[src/rtl/clkdiv_pkg.sv]
// Shared types and constants for the multi-channel clock divider.
// Combinational only: constants, channel-state type, select-width helper.
// No flow control: nothing in this package carries data.
package clkdiv_pkg;

  // Half-period giving a 2 Hz output from the 100 MHz system clock.
  localparam int CLKDIV_DIV_2HZ = 25000000;

  // Storage width of the channel-state fields; CNT_W must not exceed it.
  // Unused upper bits are held at zero so full-width compares equal
  // CNT_W-bit compares.
  localparam int CLKDIV_W_MAX = 32;

  // Architectural state of one divider channel.
  typedef struct packed {
    logic [CLKDIV_W_MAX-1:0] cnt;     // position inside the current half-period
    logic [CLKDIV_W_MAX-1:0] half;    // active half-period length, never 0
    logic [CLKDIV_W_MAX-1:0] shadow;  // last written half-period awaiting transfer
    logic                    pend;    // shadow holds a value not yet applied
    logic                    out;     // divided clock level
  } clkdiv_chan_t;

  // Ceiling log2 with a floor of 1, so a single channel still gets a select bit.
  function automatic int clkdiv_clog2_min1(input int n);
    int r;
    r = 0;
    while ((1 << r) < n) begin
      r = r + 1;
    end
    return (r < 1) ? 1 : r;
  endfunction

endpackage

[src/rtl/clkdiv_chan.sv]
// One divider channel: counter, 50% toggle, rising-edge tick, half-period update.
// Latency: clk_out/tick registered; first rise half posedges after start.
// No backpressure: en freezes the channel, writes and sync are always accepted.
// Build option CLKDIV_SHADOW_EN: writes wait in a shadow register until the
// channel's terminal count (or apply at once when disabled). Without it a
// write replaces the half-period directly and restarts the current half-period.
module clkdiv_chan
  import clkdiv_pkg::*;
#(
  parameter int CNT_W       = 25,
  parameter int DIV_DEFAULT = CLKDIV_DIV_2HZ
) (
  input  logic             clk_i,
  input  logic             reset_i,
  input  logic             en_i,
  input  logic             wr_i,
  input  logic [CNT_W-1:0] wr_val_i,
  input  logic             sync_i,
  output logic             clk_out_o,
  output logic             tick_o
);

  localparam logic [CLKDIV_W_MAX-1:0] HALF_RST = CLKDIV_W_MAX'(DIV_DEFAULT);

  clkdiv_chan_t            st_q, st_d;
  logic                    tick_q, tick_d;
  logic [CLKDIV_W_MAX-1:0] wr_half;
  logic [CLKDIV_W_MAX-1:0] nxt_shadow;
  logic                    nxt_pend;
  logic [CNT_W-1:0]        cnt_inc;
  logic                    term;

  // Clamp a zero write to 1, form the CNT_W-wrapped increment, detect terminal count.
  always_comb begin
    wr_half = (wr_val_i == '0) ? CLKDIV_W_MAX'(1) : CLKDIV_W_MAX'(wr_val_i);
    cnt_inc = st_q.cnt[CNT_W-1:0] + CNT_W'(1);
    // Upper bits of cnt/half are always zero, so this is a CNT_W-bit compare;
    // half is never 0, so half-1 cannot underflow.
    term    = (st_q.cnt == st_q.half - CLKDIV_W_MAX'(1));
  end

  // Next channel state: sync restart, else count/toggle, plus half-period update.
  always_comb begin
    st_d   = st_q;
    tick_d = 1'b0;
`ifdef CLKDIV_SHADOW_EN
    nxt_shadow = wr_i ? wr_half : st_q.shadow;
    nxt_pend   = wr_i | st_q.pend;
`else
    // No deferred path: shadow keeps its reset value and pend stays clear.
    nxt_shadow = st_q.shadow;
    nxt_pend   = st_q.pend;
`endif
    if (sync_i) begin
      st_d.cnt    = '0;
      st_d.out    = 1'b0;
      st_d.shadow = nxt_shadow;
      st_d.pend   = 1'b0;
      if (nxt_pend) begin
        st_d.half = nxt_shadow;
      end
`ifndef CLKDIV_SHADOW_EN
      if (wr_i) begin
        st_d.half = wr_half;
      end
`endif
    end else begin
      if (en_i) begin
        if (term) begin
          st_d.cnt = '0;
          st_d.out = ~st_q.out;
          tick_d   = ~st_q.out;
        end else begin
          st_d.cnt = CLKDIV_W_MAX'(cnt_inc);
        end
      end
`ifdef CLKDIV_SHADOW_EN
      st_d.shadow = nxt_shadow;
      st_d.pend   = nxt_pend;
      // Transfer only on a half-period boundary, or at once while idle.
      if (nxt_pend && (!en_i || term)) begin
        st_d.half = nxt_shadow;
        st_d.pend = 1'b0;
      end
`else
      // Direct write restarts the current half-period at the same level.
      if (wr_i) begin
        st_d.half = wr_half;
        st_d.cnt  = '0;
        st_d.out  = st_q.out;
        tick_d    = 1'b0;
      end
`endif
    end
  end

  // State register with synchronous reset taking priority over everything.
  always_ff @(posedge clk_i) begin
    if (reset_i) begin
      st_q   <= '{cnt: '0, half: HALF_RST, shadow: HALF_RST, pend: 1'b0, out: 1'b0};
      tick_q <= 1'b0;
    end else begin
      st_q   <= st_d;
      tick_q <= tick_d;
    end
  end

  assign clk_out_o = st_q.out;
  assign tick_o    = tick_q;

endmodule

[src/rtl/clk_div_multi.sv]
// NCH independent runtime-programmable 50% clock dividers off the system clock.
// Latency: all outputs registered; first clk_out rise half posedges after start.
// No backpressure: writes and sync are single-cycle strobes, always accepted.
// Build option CLKDIV_SHADOW_EN selects deferred (glitch-free) half-period updates.
module clk_div_multi
  import clkdiv_pkg::*;
#(
  parameter int NCH         = 4,
  parameter int CNT_W       = 25,
  parameter int DIV_DEFAULT = CLKDIV_DIV_2HZ,
  parameter int SEL_W       = clkdiv_clog2_min1(NCH)
) (
  input  logic             clk,
  input  logic             reset,
  input  logic [NCH-1:0]   en,
  input  logic             div_wr,
  input  logic [SEL_W-1:0] div_sel,
  input  logic [CNT_W-1:0] div_val,
  input  logic             sync,
  output logic [NCH-1:0]   clk_out,
  output logic [NCH-1:0]   tick
);

  logic [NCH-1:0] wr_hit;

  // Decode the write strobe; a select at or beyond NCH matches no channel.
  always_comb begin
    wr_hit = '0;
    for (int i = 0; i < NCH; i++) begin
      wr_hit[i] = div_wr && (div_sel == SEL_W'(i));
    end
  end

  for (genvar g = 0; g < NCH; g++) begin : g_chan
    clkdiv_chan #(
      .CNT_W       (CNT_W),
      .DIV_DEFAULT (DIV_DEFAULT)
    ) u_chan (
      .clk_i     (clk),
      .reset_i   (reset),
      .en_i      (en[g]),
      .wr_i      (wr_hit[g]),
      .wr_val_i  (div_val),
      .sync_i    (sync),
      .clk_out_o (clk_out[g]),
      .tick_o    (tick[g])
    );
  end

endmodule

[config.mk]
export PLATFORM = sky130hd
export DESIGN_NAME = clk_div_multi
export DESIGN_NICKNAME = d
export VERILOG_FILES = /design/src/rtl/clkdiv_pkg.sv /design/src/rtl/clkdiv_chan.sv /design/src/rtl/clk_div_multi.sv
export SDC_FILE = /design/constraint.sdc
export NUM_CORES = 1
export LEC_CHECK = 0
export ABC_CLOCK_PERIOD_IN_PS = 3300
export BUFFER_PORTS_ARGS = -buffer_cell sky130_fd_sc_hd__buf_4
export CAP_MARGIN = 20
export CORE_MARGIN = 10
export CORE_UTILIZATION = 46
export DETAILED_ROUTE_END_ITERATION = 16
export PLACE_DENSITY = 0.64
export SLEW_MARGIN = 20
export SYNTH_ARGS = -nofsm -noshare
export SYNTH_HDL_FRONTEND = slang
export SYNTH_SLANG_ARGS = --single-unit
[constraint.sdc]
create_clock -name clk -period 3.3 [get_ports clk]
set_input_delay 0.495 -clock clk [delete_from_list [all_inputs] [get_ports clk]]
set_output_delay 0.495 -clock clk [all_outputs]
set_load 0.005 [all_outputs]
==> metrics.cfg <==
[floorplanning]
die_area_mm2 = 0.03308
die_w_um = 181.9
io_pins = 43
die_y_um = 181.9
row_count = 59
start_util = 0.4652
core-area_mm2 = 0.02591

[detailed_routing]
num_vias = 10725
wl_um = 31970
route.detailed.drc = 0
drtPass1Iterations = 7
drtIter0Drc = 840
avgViaCountPerCell = 5.621
ant_nets = 0
wl_per_cell_um = 16.76

[worst_setup_path]
start_kind = register
cp_max_fo = 10
cp-end-kind = register
critical_path_class = register to register
cp.required_ns = 3.74
crit_arrival_ns = 3.54

[timing]
setup_violations = 0
finalMaxSlewViolations = 0
setup_ws_ns = 0.1972
period_share = 0.9402
tightest_slew_ns = 0.9287
relSlewSlack = 0.3809
rsz0062_at_grt = no
finalCriticalPeriod_ns = 3.103
fin_worst_skew_ns = 0.01036
setup_tns_ns = 0
max_freq_mhz = 322.3
hold_violations = 0

[place]
dp_slack_ns = 0.1569
place_congestion = 0.9047
dp_cells = 1869
port_buffers = 42
hpwl_um = 23580

[yosys]
synth.yosys.seq_area_share = 0.3454
synth_mux_area_frac = 0.01111
synthCells = 1554
synth_warnings = 0
synth.ff_latch_count = 208
synth-adder-area-share = 0.008304
synth_area_per_cell_um2 = 7.757
yosys.area_share.simple = 0.3363
netlist_area_mm2 = 0.01205
synthesis.nets = 1597
synthArstFlopShare = 0
synth.distinct_cells = 76
synth_edf_count = 0
synth-compound-area-share = 0.1003
synth-xor-area-share = 0.1533
synth_top_family_by_area = simple AND/OR/NAND/NOR gates
synth-main-ff-cell = dfxtp_1

[clock_network]
cts_tree = done
clk_latency_ns = 0.51
h-tree-depth = 1
cts_root_buffer = clkbuf_16
clock_sinks = 208
cts_buffers = 23
cts_buffer_depth = 3
path_clk_slew_ns = 0.06

[pwr]
p_per_area_mw_per_mm2 = 418.5
finalPower_uw = 5600
vdd_drop_max_uv = 347.9
leakage_uw = 0.004745

[job]
maxCapViolations = 0

[layout]
fin_nets = 1604
diodes = 0
n_fill_cell = 2511
syn2layout_area_growth_pct = 11.00
utilization = 0.5164
finalNonFillerCells = 1908
layout-drive-gt1-share = 0.09282

[grt]
antenna_found_initial = 0
grt_pass1_vias = 10012
grt.total_usage = 0.1870
grt_pass1_wl_um = 52890
overflow = 0
grt_max_degree = 102

[min_path]
hp-class = input pin to register

[run_status]
outcome = completed

## power by group
part           total (uW)  switching (uW)  internal (uW)
Combinational         572             333            239
Clock                2370            1010           1360
Sequential           2660            91.8           2570
## cell families (layout without fill, tap and decap cells)
group                    Yosys count  count (layout)
adder cells (fa/ha/maj)            8               8
AND/OR/NAND/NOR                  802             802
multiplexers                      13              13
buffers and inverters            131             150
flip-flops                       208             208
AO/OA/AOI/OAI                    181             181
XOR/XNOR                         211             211
## worst max-delay path, stage by stage, from the launching register on
cell and delay (ns):
dfxtp_1 0.39, nor4_4 0.52, nand2_1 0.25, or4_1 0.51, o22a_1 0.17, nor4_1 0.27, nand4_1 0.30, or4_1 0.48
a21oi_1 0.14
## final cells by class
cell class / instances / area (um2) / share of cell area
flip-flops and latches: 208 / 4164 / 0.3112
multi-input cells: 1215 / 7360 / 0.5500
well taps: 335 / 419.2 / 0.03133
repair buffers: 79 / 630.6 / 0.04713
inverters: 34 / 127.6 / 0.009538
clock inverters: 5 / 30.03 / 0.002244
clock buffers: 32 / 649.4 / 0.04853
## per-stage QoR
| step | hold WS, ns | area (um2) |
|---|---|---|
| after CTS | 0.2565 | 13360 |
| final | 0.2819 | 13380 |
| after global routing | 0.2741 | 13380 |
| after detailed placement | 0.4742 | 12680 |
| after global placement | 0.4712 | 12680 |
| after floorplan | 0.4344 | 12050 |
## flip-flops by register name, indices dropped and copies added, names as in the netlist
signal	flops
g_chan.u_chan.tick_o	4
g_chan.u_chan.clk_out_o	4
g_chan.u_chan.st_q	200
## final timing paths
path	start	endpoint	slack, ns	cells past startpoint
worst max-delay path	g_chan[0].u_chan.st_q[37]$_SDFFE_PP0P_	g_chan[0].u_chan.clk_out_o$_SDFFE_PP0P_	0.20	8
worst min-delay path	div_val[22]	g_chan[1].u_chan.st_q[56]$_SDFFE_PP1P_	0.28	3
worst max register to register	g_chan[0].u_chan.st_q[37]$_SDFFE_PP0P_	g_chan[0].u_chan.clk_out_o$_SDFFE_PP0P_	0.20	8
worst min register to register	g_chan[3].u_chan.clk_out_o$_SDFFE_PP0P_	g_chan[3].u_chan.tick_o$_SDFF_PP0_	0.48	1
## layer usage
layer  GRT usage  part of all wire  wire length [um]  up-vias
li1            -                 -                 -     5395
met1      0.2472              0.46             14720     5063
met2      0.3166              0.47             15130      222
met3     0.02604             0.050              1585       45
met4     0.03775             0.017               532        0
met5           0                 0                 0        -
## synthesized netlist by cell type, types with 8 or more instances
master,number,area share
nand2_1,271,0.084
a31oi_1,9,0.0047
nor2_1,181,0.056
nand2b_1,13,0.0067
or3_1,20,0.010
nand4_1,40,0.021
or2_2,13,0.0067
nor4_1,43,0.022
or4_1,23,0.014
clkbuf_1,72,0.022
xnor2_1,113,0.082
dfxtp_1,208,0.35
buf_4,10,0.0062
nand3b_1,47,0.029
xor2_1,98,0.071
o211ai_1,11,0.0069
o21ai_0,10,0.0042
nor3_1,37,0.015
and3_1,26,0.013
nand3_1,35,0.015
a21oi_1,74,0.031
inv_1,34,0.011
mux2i_1,10,0.0083
o22ai_1,8,0.0042
and4_1,9,0.0065
buf_2,12,0.0050
ha_1,8,0.0083
a211oi_1,10,0.0062
## cell usage in the layout (no fill, tap or decap), types with 7 or more instances in the layout
cell and n:
nand2_1 271, dfxtp_1 208, nor2_1 181, xnor2_1 113, xor2_1 98, buf_4 76
a21oi_1 74, nand3b_1 47, nor4_1 43, nand4_1 40, nor3_1 37, nand3_1 35
inv_1 34, and3_1 26, or4_1 23, clkbuf_16 23, or3_1 20, nand2b_1 13
or2_2 13, o211ai_1 11, a211oi_1 10, o21ai_0 10, mux2i_1 10, a31oi_1 9
and4_1 9, o22ai_1 8, ha_1 8, nor2b_1 7
## repair_timing
action                     CTS  global route
gates resized for setup      0             3
setup endpoints to repair    0            42
setup buffers                0             2
hold buffers                 0             0
Note: power is estimated with default switching activity, not from simulation.
